### config.mk
export PLATFORM = sky130hd
export DESIGN_NAME = door_sprite_engine_flat
export DESIGN_NICKNAME = d
export VERILOG_FILES = /design/src/rtl/door_sprite_engine_pkg.sv /design/src/rtl/door_sprite_engine_if.sv /design/src/rtl/door_sprite_engine_anim_fsm.sv /design/src/rtl/door_sprite_engine.sv /design/src/flat_wrapper.sv
export SDC_FILE = /design/constraint.sdc
export NUM_CORES = 1
export LEC_CHECK = 0
export ABC_AREA = 1
export CAP_MARGIN = 25
export CELL_PAD_IN_SITES_DETAIL_PLACEMENT = 1
export CELL_PAD_IN_SITES_GLOBAL_PLACEMENT = 1
export CORE_MARGIN = 1
export CORE_UTILIZATION = 39
export CTS_CLUSTER_SIZE = 25
export DETAILED_ROUTE_END_ITERATION = 10
export PLACE_DENSITY = 0.87
export SYNTH_ARGS = -nofsm -noshare
export SYNTH_HDL_FRONTEND = slang
export SYNTH_SLANG_ARGS = --single-unit
### constraint.sdc
create_clock -name clk -period 4.95 [get_ports clk]
set_input_delay 0.99 -clock clk [delete_from_list [all_inputs] [get_ports clk]]
set_output_delay 0.99 -clock clk [all_outputs]
set_load 0.05 [all_outputs]
### src/rtl/door_sprite_engine_pkg.sv
// Shared game definitions: game-state encoding, screen/sheet geometry and door FSM states.
package game_pkg;

    typedef enum logic [3:0] {
        TITLE    = 4'd0,
        STAFF    = 4'd1,
        STAGE1   = 4'd2,
        SUCCESS1 = 4'd3,
        STAGE2   = 4'd4,
        SUCCESS2 = 4'd5,
        STAGE3   = 4'd6,
        SUCCESS3 = 4'd7,
        FAIL     = 4'd8
    } game_state_e;

    localparam int SCREEN_W   = 320;
    localparam int SCREEN_H   = 240;
    localparam int SHEET_SIZE = SCREEN_W * SCREEN_H;

    typedef enum logic [1:0] {
        LOCKED,
        OPENING,
        OPEN,
        CLOSING
    } door_state_e;

    function automatic logic is_stage(input logic [3:0] s);
        return (s == STAGE1) || (s == STAGE2) || (s == STAGE3);
    endfunction

endpackage

### src/rtl/door_sprite_engine_if.sv
// Game-side bus of the door sprite engine: raster/game inputs and sprite outputs.
interface door_sprite_engine_if
    import game_pkg::*;
#(
    parameter int N_DOORS = 4
);
    logic [3:0]                    state;
    logic [9:0]                    h_cnt;
    logic [9:0]                    v_cnt;
    logic                          frame_tick;
    logic [N_DOORS-1:0]            lock;
    logic [$clog2(SHEET_SIZE)-1:0] pixel_addr;
    logic                          isObject;
    logic [N_DOORS-1:0]            door_open;

    modport master (
        output state, h_cnt, v_cnt, frame_tick, lock,
        input  pixel_addr, isObject, door_open
    );

    modport slave (
        input  state, h_cnt, v_cnt, frame_tick, lock,
        output pixel_addr, isObject, door_open
    );
endinterface

### src/rtl/door_sprite_engine_anim_fsm.sv
// Per-door animation: moves the frame index between locked (0) and open (FRAMES-1).
// Define DOOR_ANIM_EN for stepped animation; otherwise the frame follows lock directly.
module door_anim_fsm
    import game_pkg::*;
#(
    parameter int FRAMES   = 4,
    parameter int ANIM_DIV = 6
) (
    input  logic       clk,
    input  logic       rst,
    input  logic       lock,
    input  logic       frame_tick,
    input  logic       state_change,
    output logic [2:0] frame,
    output logic       door_open
);
`ifdef DOOR_ANIM_EN
    door_state_e st_q, st_d;
    logic [2:0]  frame_q, frame_d;
    logic [5:0]  div_q, div_d;

    always_ff @(posedge clk or posedge rst) begin
        if (rst) begin
            st_q    <= LOCKED;
            frame_q <= '0;
            div_q   <= '0;
        end else begin
            st_q    <= st_d;
            frame_q <= frame_d;
            div_q   <= div_d;
        end
    end

    // Direction changes are resolved before the tick so a same-cycle tick counts toward the new direction.
    always_comb begin
        st_d    = st_q;
        frame_d = frame_q;
        div_d   = div_q;
        if (state_change) begin
            st_d    = LOCKED;
            frame_d = '0;
            div_d   = '0;
        end else begin
            case (st_q)
                LOCKED:  if (!lock) begin st_d = OPENING; div_d = '0; end
                OPEN:    if (lock)  begin st_d = CLOSING; div_d = '0; end
                OPENING: if (lock)  begin st_d = CLOSING; div_d = '0; end
                CLOSING: if (!lock) begin st_d = OPENING; div_d = '0; end
                default: st_d = LOCKED;
            endcase
            if (frame_tick && (st_d == OPENING || st_d == CLOSING)) begin
                if (div_d == 6'(ANIM_DIV - 1)) begin
                    div_d = '0;
                    if (st_d == OPENING) begin
                        if (frame_q < 3'(FRAMES - 1)) frame_d = frame_q + 3'd1;
                        if (frame_d == 3'(FRAMES - 1)) st_d = OPEN;
                    end else begin
                        if (frame_q != 3'd0) frame_d = frame_q - 3'd1;
                        if (frame_d == 3'd0) st_d = LOCKED;
                    end
                end else begin
                    div_d = div_d + 6'd1;
                end
            end
        end
    end

    assign frame     = frame_q;
    assign door_open = (st_q == OPEN);
`else
    localparam int unused_div = ANIM_DIV;
    logic       unused_tick;
    logic [2:0] frame_q, frame_d;
    logic       open_q, open_d;

    assign unused_tick = frame_tick;

    always_ff @(posedge clk or posedge rst) begin
        if (rst) begin
            frame_q <= '0;
            open_q  <= 1'b0;
        end else begin
            frame_q <= frame_d;
            open_q  <= open_d;
        end
    end

    always_comb begin
        frame_d = (state_change || lock) ? 3'd0 : 3'(FRAMES - 1);
        open_d  = !state_change && !lock;
    end

    assign frame     = frame_q;
    assign door_open = open_q;
`endif
endmodule

### src/rtl/door_sprite_engine.sv
// Door sprite engine: hit-tests the raster against N_DOORS doors and emits sprite-sheet addresses.
// Animation style is selected by the DOOR_ANIM_EN macro inside door_anim_fsm.
module door_sprite_engine
    import game_pkg::*;
#(
    parameter int                    N_DOORS  = 4,
    parameter int                    SPRITE_W = 20,
    parameter int                    SPRITE_H = 20,
    parameter int                    FRAMES   = 4,
    parameter int                    ANIM_DIV = 6,
    parameter logic [18*N_DOORS-1:0] DOOR_XY  = '0,
    parameter int                    SHEET_X0 = 120,
    parameter int                    SHEET_Y0 = 40
) (
    input logic                 clk,
    input logic                 rst,
    door_sprite_engine_if.slave bus
);
    logic [3:0]         prev_state_q, prev_state_d;
    logic               prev_valid_q, prev_valid_d;
    logic               state_change;
    logic [2:0]         frame [N_DOORS];
    logic [N_DOORS-1:0] door_open;
    logic [16:0]        pixel_addr_q, pixel_addr_d;
    logic               is_object_q, is_object_d;
    logic [8:0]         x, y, dx, dy, off_x, off_y;
    logic [2:0]         sel_frame;
    logic               hit;
    logic [16:0]        raw_addr;

    // The first edge after reset has no previous state to compare against.
    always_comb begin
        prev_state_d = bus.state;
        prev_valid_d = 1'b1;
        state_change = prev_valid_q && (bus.state != prev_state_q);
    end

    for (genvar i = 0; i < N_DOORS; i++) begin : g_door
        door_anim_fsm #(
            .FRAMES   (FRAMES),
            .ANIM_DIV (ANIM_DIV)
        ) u_fsm (
            .clk          (clk),
            .rst          (rst),
            .lock         (bus.lock[i]),
            .frame_tick   (bus.frame_tick),
            .state_change (state_change),
            .frame        (frame[i]),
            .door_open    (door_open[i])
        );
    end

    assign bus.door_open = door_open;

    // Scanning from the highest index down lets the lowest-index hit overwrite the rest.
    always_comb begin
        x         = bus.h_cnt[9:1];
        y         = bus.v_cnt[9:1];
        dx        = '0;
        dy        = '0;
        off_x     = '0;
        off_y     = '0;
        sel_frame = '0;
        hit       = 1'b0;
        for (int i = N_DOORS - 1; i >= 0; i--) begin
            dx = DOOR_XY[18*i+9 +: 9];
            dy = DOOR_XY[18*i +: 9];
            if ({1'b0, x} >= {1'b0, dx} && {1'b0, x} < {1'b0, dx} + 10'(SPRITE_W) &&
                {1'b0, y} >= {1'b0, dy} && {1'b0, y} < {1'b0, dy} + 10'(SPRITE_H)) begin
                hit       = 1'b1;
                off_x     = x - dx;
                off_y     = y - dy;
                sel_frame = frame[i];
            end
        end
        raw_addr = 17'(off_x) + 17'(SHEET_X0) + 17'(sel_frame) * 17'(SPRITE_W)
                 + (17'(off_y) + 17'(SHEET_Y0)) * 17'(SCREEN_W);
        is_object_d  = hit && is_stage(bus.state);
        pixel_addr_d = (is_object_d && raw_addr < 17'(SHEET_SIZE)) ? raw_addr : '0;
    end

    always_ff @(posedge clk or posedge rst) begin
        if (rst) begin
            prev_state_q <= '0;
            prev_valid_q <= 1'b0;
            pixel_addr_q <= '0;
            is_object_q  <= 1'b0;
        end else begin
            prev_state_q <= prev_state_d;
            prev_valid_q <= prev_valid_d;
            pixel_addr_q <= pixel_addr_d;
            is_object_q  <= is_object_d;
        end
    end

    assign bus.pixel_addr = pixel_addr_q;
    assign bus.isObject   = is_object_q;
endmodule

### src/flat_wrapper.sv
// flat-port wrapper written by rule: the top's interface ports become plain ports
module door_sprite_engine_flat import game_pkg::*;
#(
    parameter int                    N_DOORS  = 4,
    parameter int                    SPRITE_W = 20,
    parameter int                    SPRITE_H = 20,
    parameter int                    FRAMES   = 4,
    parameter int                    ANIM_DIV = 6,
    parameter logic [18*N_DOORS-1:0] DOOR_XY  = '0,
    parameter int                    SHEET_X0 = 120,
    parameter int                    SHEET_Y0 = 40
)
  (clk, rst, bus_state, bus_h_cnt, bus_v_cnt, bus_frame_tick, bus_lock, bus_pixel_addr, bus_isObject, bus_door_open);
  door_sprite_engine_if #(.N_DOORS(N_DOORS)) bus_i ();
  input logic clk;
  input logic rst;
  input wire logic [$bits(bus_i.state)-1:0] bus_state;
  input wire logic [$bits(bus_i.h_cnt)-1:0] bus_h_cnt;
  input wire logic [$bits(bus_i.v_cnt)-1:0] bus_v_cnt;
  input wire logic [$bits(bus_i.frame_tick)-1:0] bus_frame_tick;
  input wire logic [$bits(bus_i.lock)-1:0] bus_lock;
  output wire logic [$bits(bus_i.pixel_addr)-1:0] bus_pixel_addr;
  output wire logic [$bits(bus_i.isObject)-1:0] bus_isObject;
  output wire logic [$bits(bus_i.door_open)-1:0] bus_door_open;
  assign bus_i.state = bus_state;
  assign bus_i.h_cnt = bus_h_cnt;
  assign bus_i.v_cnt = bus_v_cnt;
  assign bus_i.frame_tick = bus_frame_tick;
  assign bus_i.lock = bus_lock;
  assign bus_pixel_addr = bus_i.pixel_addr;
  assign bus_isObject = bus_i.isObject;
  assign bus_door_open = bus_i.door_open;
  door_sprite_engine #(.N_DOORS(N_DOORS), .SPRITE_W(SPRITE_W), .SPRITE_H(SPRITE_H), .FRAMES(FRAMES), .ANIM_DIV(ANIM_DIV), .DOOR_XY(DOOR_XY), .SHEET_X0(SHEET_X0), .SHEET_Y0(SHEET_Y0)) u_core (.clk(clk), .rst(rst), .bus(bus_i));
endmodule
Yosys cells after proc, flatten, opt, wreduce, memory -nomap -nowiden --
Cells that the tools add are included.
Word-level totals: register bits 30, word-level logic and storage cells 44, output and inout port bits 22, bits of input ports 31
Operators by class: multiplexer cells 6, order comparisons 3, reductions and logical operators 16, $add $sub $neg 4, equality and inequality tests 4, $mul 2
Operator list (number):
- $lt A9 B5 Y1 const B | 2
- $mux W9 | 2
- $add A17 B17 Y17 | 1
- $add A17 B8 Y17 | 1
- $lt A17 B17 Y1 const B | 1
- $mul A17 B3 Y11 const B | 1
- $mux W17 | 1
- $add A9 B6 Y10 const B | 1
- $add A9 B7 Y10 const B | 1
- $eq A4 B3 Y1 const B | 2
- $logic_and A1 B1 Y1 | 8
- $mul A3 B3 Y6 const B | 1
- $logic_not A1 Y1 | 5
- $eq A4 B2 Y1 const B | 1
- $ne A4 B4 Y1 | 1
- $logic_or A1 B1 Y1 | 3
- $mux W3 | 1
- $mux W2 | 1
- $mux W1 | 1

Depth between registers and ports, before layout --
Gate-level depths: netlist (run 1).
depth in word-level cells 9, gate-level depth with buffers 25, gate-level depth less buffers 24

Modules after synthesis --
A second synthesis (run 1) with hierarchy kept.
Second synthesis, totals: cell total of the unflattened synthesis 316, area total of the unflattened synthesis 2427.3 µm²
By module, submodules not included:
- door_sprite_engine | sequential area each 575.6 µm², area an instance 2192.1 µm², cells each 288, instances 1
- door_anim_fsm | sequential area each 25.0 µm², area an instance 58.8 µm², cells each 7, instances 4

Worst setup path before layout (run 1) --
No wires, ideal clock.
path type input to register, from in bus_v_cnt[8], to reg u_core.pixel_addr_q[15], in the netlist u_core.bus.pixel_addr[15], setup time 0.114 ns, path slack 0.849 ns, arrival time 3.986 ns, cell stages on the path 19, data required time 4.836 ns, buffers on the path 0, path through or2_0 > nor4_1 > nand2_1 > nor2_1 > ha_1 > ha_1 > fa_1 > ha_1 > nand2_1 > inv_1 > a21oi_1 > nand2_1 > nand2_1 > inv_1 > nand3_1 > nand2_1 > nand2_1 > nand3b_1 > inv_1
On the way: cells in the longest elaborated chain, start to end 9, elaborated cells between the ends (all ways) 16, classes of those cells add/sub: 4; mul: 2; order compare: 2; mux: 5; reduce/logical: 3
RTL lines:
- start, declared | line flat_wrapper.sv:19 | input wire logic [$bits(bus_i.v_cnt)-1:0] bus_v_cnt;
- $lt A9 B5 Y1 | line door_sprite_engine.sv:69 | {1'b0, y} >= {1'b0, dy} && {1'b0, y} < {1'b0, dy} + 10'(SPRITE_H)) begin
- $logic_and A1 B1 Y1 | line door_sprite_engine.sv:69
- $mux W9 / $mux W3 (equally long branches) | line door_sprite_engine.sv:68 | if ({1'b0, x} >= {1'b0, dx} && {1'b0, x} < {1'b0, dx} + 10'(SPRITE_W) &&
- $add A9 B6 Y10 (tied with other cells) | line door_sprite_engine.sv:77 | + (17'(off_y) + 17'(SHEET_Y0)) * 17'(SCREEN_W);
- $mul A17 B3 Y11 / $add A17 B8 Y17 (equally long branches) | line door_sprite_engine.sv:77, door_sprite_engine.sv:76
- $add A17 B17 Y17 | line door_sprite_engine.sv:77
- $lt A17 B17 Y1 | line door_sprite_engine.sv:79 | pixel_addr_d = (is_object_d && raw_addr < 17'(SHEET_SIZE)) ? raw_addr : '0;
- $logic_and A1 B1 Y1 | line door_sprite_engine.sv:79
- $mux W17 * | line door_sprite_engine.sv:79
- net u_core.pixel_addr_d[15] | line door_sprite_engine.sv:24 | logic [16:0] pixel_addr_q, pixel_addr_d;
- end signal, assigned | line door_sprite_engine.sv:91 | pixel_addr_q <= pixel_addr_d;
- end, declared | line door_sprite_engine.sv:24
Mark *: on every way through the listed nets, which the timed path passes. The rest lies on a longest branch.

Worst setup path after layout (run 1) --
Same ends and word-level chain as after synthesis.

==> flow_metrics.py, run 1 <==
metrics = {
    "global_routing": {
        "antenna_found_initial": 0,
        "grt_start_max_net_pins": 28,
        "grt_first_pass_wirelength_microns": 8580,
        "first_global_vias": 1991,
        "grt_overflow": 0,
        "track_usage_pct": 17.6,
    },
    "die": {
        "rows": 27,
        "core_sq_um": 5470,
        "top_level_ports": 53,
        "die_area_sq_um": 5980,
        "start_util_pct": 40.4,
        "die_x_microns": 77.3,
        "die_h_microns": 77.3,
    },
    "routing": {
        "drc_errors": 0,
        "avgViaCountPerCell": 4.67,
        "ant_nets": 0,
        "wire_per_inst_microns": 12.0,
        "routed_wl_microns": 4850,
        "vias": 1886,
        "drt_iter0_drc": 61,
        "dr.pass1.iters": 4,
    },
    "logic_synthesis": {
        "synth_area_leaders": "dfrtp_1, ha_1, nand2_1, inv_1, nor2_1",
        "ys_seq_area_share_pct": 30.5,
        "avgSynthCellArea_sq_um": 8.02,
        "ys_ff_latch": 27,
        "synth_top_cell_area_share_pct": 30.5,
        "synth_cell_types": 31,
        "synth_cells": 276,
        "post-synth-top-area-cell": "dfrtp_1",
        "synth_area_sq_um": 2210,
        "yosys_warnings": 0,
    },
    "clocking": {
        "cts_tree": "yes",
        "cts_root_buf": "clkbuf_8",
        "path_clk_slew_ps": 90,
        "ctsResizeCount": 0,
        "clock-sinks": 27,
        "cts_buffers": 3,
        "cts_hold_buffers": 0,
        "clock_latency_ps": 260,
        "h-tree-depth": 1,
        "postCtsSetupBuffers": 0,
        "cts_buffer_depth": 2,
    },
    "timing": {
        "slew_viol_final": 0,
        "hold_ws_ps": 614,
        "hold_viol": 0,
        "min_period_over_period_pct": 89.9,
        "rsz0062_at_grt": "false",
        "max_slew.worst_pin.slew_ps": 528,
        "finClkSkew_ps": 4.77,
        "fin_ws_ps": 501,
        "setup_viol": 0,
        "finalSetupTns_ps": 0,
        "fin_crit_ps": 4450,
        "slew_headroom_pct": 64.7,
        "fmax_ghz": 0.225,
    },
    "placed_design": {
        "port_buffers": 49,
        "hpwl_microns": 4140,
        "gp_congestion": 0.780,
        "placedCellCount": 399,
        "pre_cts_slack_ps": 188,
    },
    "worst_setup_path": {
        "path_class": "in2reg",
        "crit_top_cell": "nand2_1",
        "worst_setup_path_start_kind": "input port",
        "cp_num_buf_inv": 4,
        "worst_ep_arrival_time_ps": 4610,
        "crit_chain": "clkdlybuf4s50_1, or2_0, nor4_1, nand2_1, nor2_1, ha_1, ha_1, fa_1, ha_1, nand2_1, inv_1, a21oi_1, nand2_1, nand2_1, inv_1, nand3_1, nand2_1, nand2_1, nand3b_1, inv_1",
        "slowest_stage": "fa_1",
        "max_stage_delay_ps": 490,
        "cp_data_required_time_ps": 5110,
        "critPathLaunch": "bus_v_cnt[8]",
        "cp_top_family": "adder cells",
        "reg2reg_from": "u_core.g_door[0].u_fsm.frame[0]",
        "path_max_fanout": 5,
        "end_kind": "flip-flop",
    },
    "final_layout": {
        "final_cells": 404,
        "area_delta_synth_final_pct": 28.0,
        "nFillCells": 662,
        "nets": 399,
        "diodes": 0,
        "drive_gt1_share_pct": 8.73,
    },
    "power_and_ir_drop": {
        "power_density_nw_per_um2": 160,
        "irDropWorstVdd_mv": 0.0948,
        "leakage_uw": 0.00149,
    },
    "min_path": {
        "hold_path.startpoint": "u_core.prev_valid_q",
        "hold_path_class": "reg2reg",
    },
    "status": {
        "status": "complete, no violations",
    },
    "job": {
        "cap_violations": 0,
    },
}
worst reg2reg max path: stages (launching register included):
cell	delay [ps]
dfrtp_1	380
inv_1	50
nor2_1	290
ha_1	210
ha_1	160
inv_1	60
fa_1	400
nand3b_1	200
nand2_1	110
nand2_1	80
nand2_1	60
nand2_1	120
inv_1	90
nand3_1	80
nand2_1	60
nand2_1	70
nand3b_1	170
inv_1	60
cells in the mapped netlist (all sizes together):
library cell and count:
clkbuf 1, nor2 38, ha 33, and2 1, nand3 17, o21a 2
xor2 4, nand4 4, a21o 1, nand3b 3, dfrtp 27, fa 2
xnor2 5, a21oi 11, o21ai 4, inv 47, conb 2, nand2 65
or2 1, buf 5, nor4 3
logic make-up after synthesis:
kind of cell               after synthesis  synth area share, %
buffers and inverters                   53                 10.4
other                                    2                0.339
and+or+nand+nor                        132                 30.0
AOI/OAI and AO/OA                       18                 4.41
xor gates and xnor gates                 9                 3.90
DFF                                     27                 30.5
adders and majority gates               35                 20.5
final timing paths:
path                                               endpoint  slack (ps)  cells past startpoint
setup / recovery                  u_core.bus.pixel_addr[15]         500                     20
min in group asynchronous            u_core.prev_state_q[2]        1040                      2
max in group asynchronous          u_core.bus.pixel_addr[8]        3450                      3
hold / removal             u_core.g_door[1].u_fsm.door_open         610                      2
setup reg to reg                  u_core.bus.pixel_addr[15]        2250                     17
hold reg to reg            u_core.g_door[1].u_fsm.door_open         610                      2
metal layers:
| metal | wire, microns | up-vias | track usage (%) |
|---|---|---|---|
| met5 | 0 | - | 0 |
| met4 | 63 | 0 | 4.53 |
| met3 | 87 | 6 | 1.41 |
| met2 | 2590 | 30 | 34.7 |
| met1 | 2100 | 881 | 20.1 |
| li1 | - | 969 | - |
through the flow:
stage / area, sq um / power [uW] / utilization (%)
global placement: 2770 / 328 / 50.7
CTS: 2820 / 452 / 51.5
floorplan: 2240 / 298 / -
finish: 2830 / 453 / 51.8
detailed placement: 2770 / 331 / 50.7
global route: 2830 / 476 / 51.8
layout make-up:
| cell class | instances | area [sq um] | share of cell area [%] |
|---|---|---|---|
| multi-input cells | 203 | 1330 | 47.1 |
| flip-flops and latches | 27 | 676 | 23.8 |
| inverters | 47 | 176 | 6.23 |
| well taps | 72 | 90.1 | 3.18 |
| repair buffers | 51 | 513 | 18.1 |
| clock buffers | 4 | 45.0 | 1.59 |
sequential cells by signal, summed over array words and instances, names as in the netlist:
name and cells:
u_core.g_door.u_fsm.door_open 3, u_core.bus.isObject 1, u_core.bus.pixel_addr 17, u_core.g_door.u_fsm.frame 1, u_core.prev_state_q 4, u_core.prev_valid_q 1
report_power, final:
part           total [uW]  switching [uW]  internal [uW]
Sequential            226            1.80            224
Combinational         106            58.5           47.5
Clock                 120            62.9           57.5
Total                 453             123            330
layout by cell type, fill, tap and decap left out:
cell / instances
clkbuf_1: 1
inv_2: 3
nand2_2: 4
o21a_1: 2
ha_1: 33
nand3_1: 15
buf_8: 1
nor2_1: 26
nand2_1: 60
dfrtp_1: 27
nor4_1: 2
xor2_2: 1
nor2_2: 4
nand3b_1: 3
nand4_1: 4
nor2_4: 8
o21ai_0: 3
a21o_1: 1
clkdlybuf4s50_1: 49
fa_1: 2
conb_1: 9
xor2_1: 3
nand3_2: 2
inv_1: 44
a21oi_1: 11
o21ai_1: 1
or2_0: 1
nand2_4: 1
xnor2_1: 5
clkbuf_8: 3
nor4_4: 1
and2_1: 1
buf_4: 1
No activity file was read; power rests on OpenSTA's default activity.
==> run 2: changes to the inputs <==
--- a/config.mk
+++ b/config.mk
@@ -6,7 +6,7 @@
 export NUM_CORES = 1
 export LEC_CHECK = 0
 export ABC_AREA = 1
-export CAP_MARGIN = 25
+export CAP_MARGIN = 20
 export CELL_PAD_IN_SITES_DETAIL_PLACEMENT = 1
 export CELL_PAD_IN_SITES_GLOBAL_PLACEMENT = 1
 export CORE_MARGIN = 1
==> results of run 2 <==
Same layout as run 1: the final DEF is identical, and so are final timing and power.
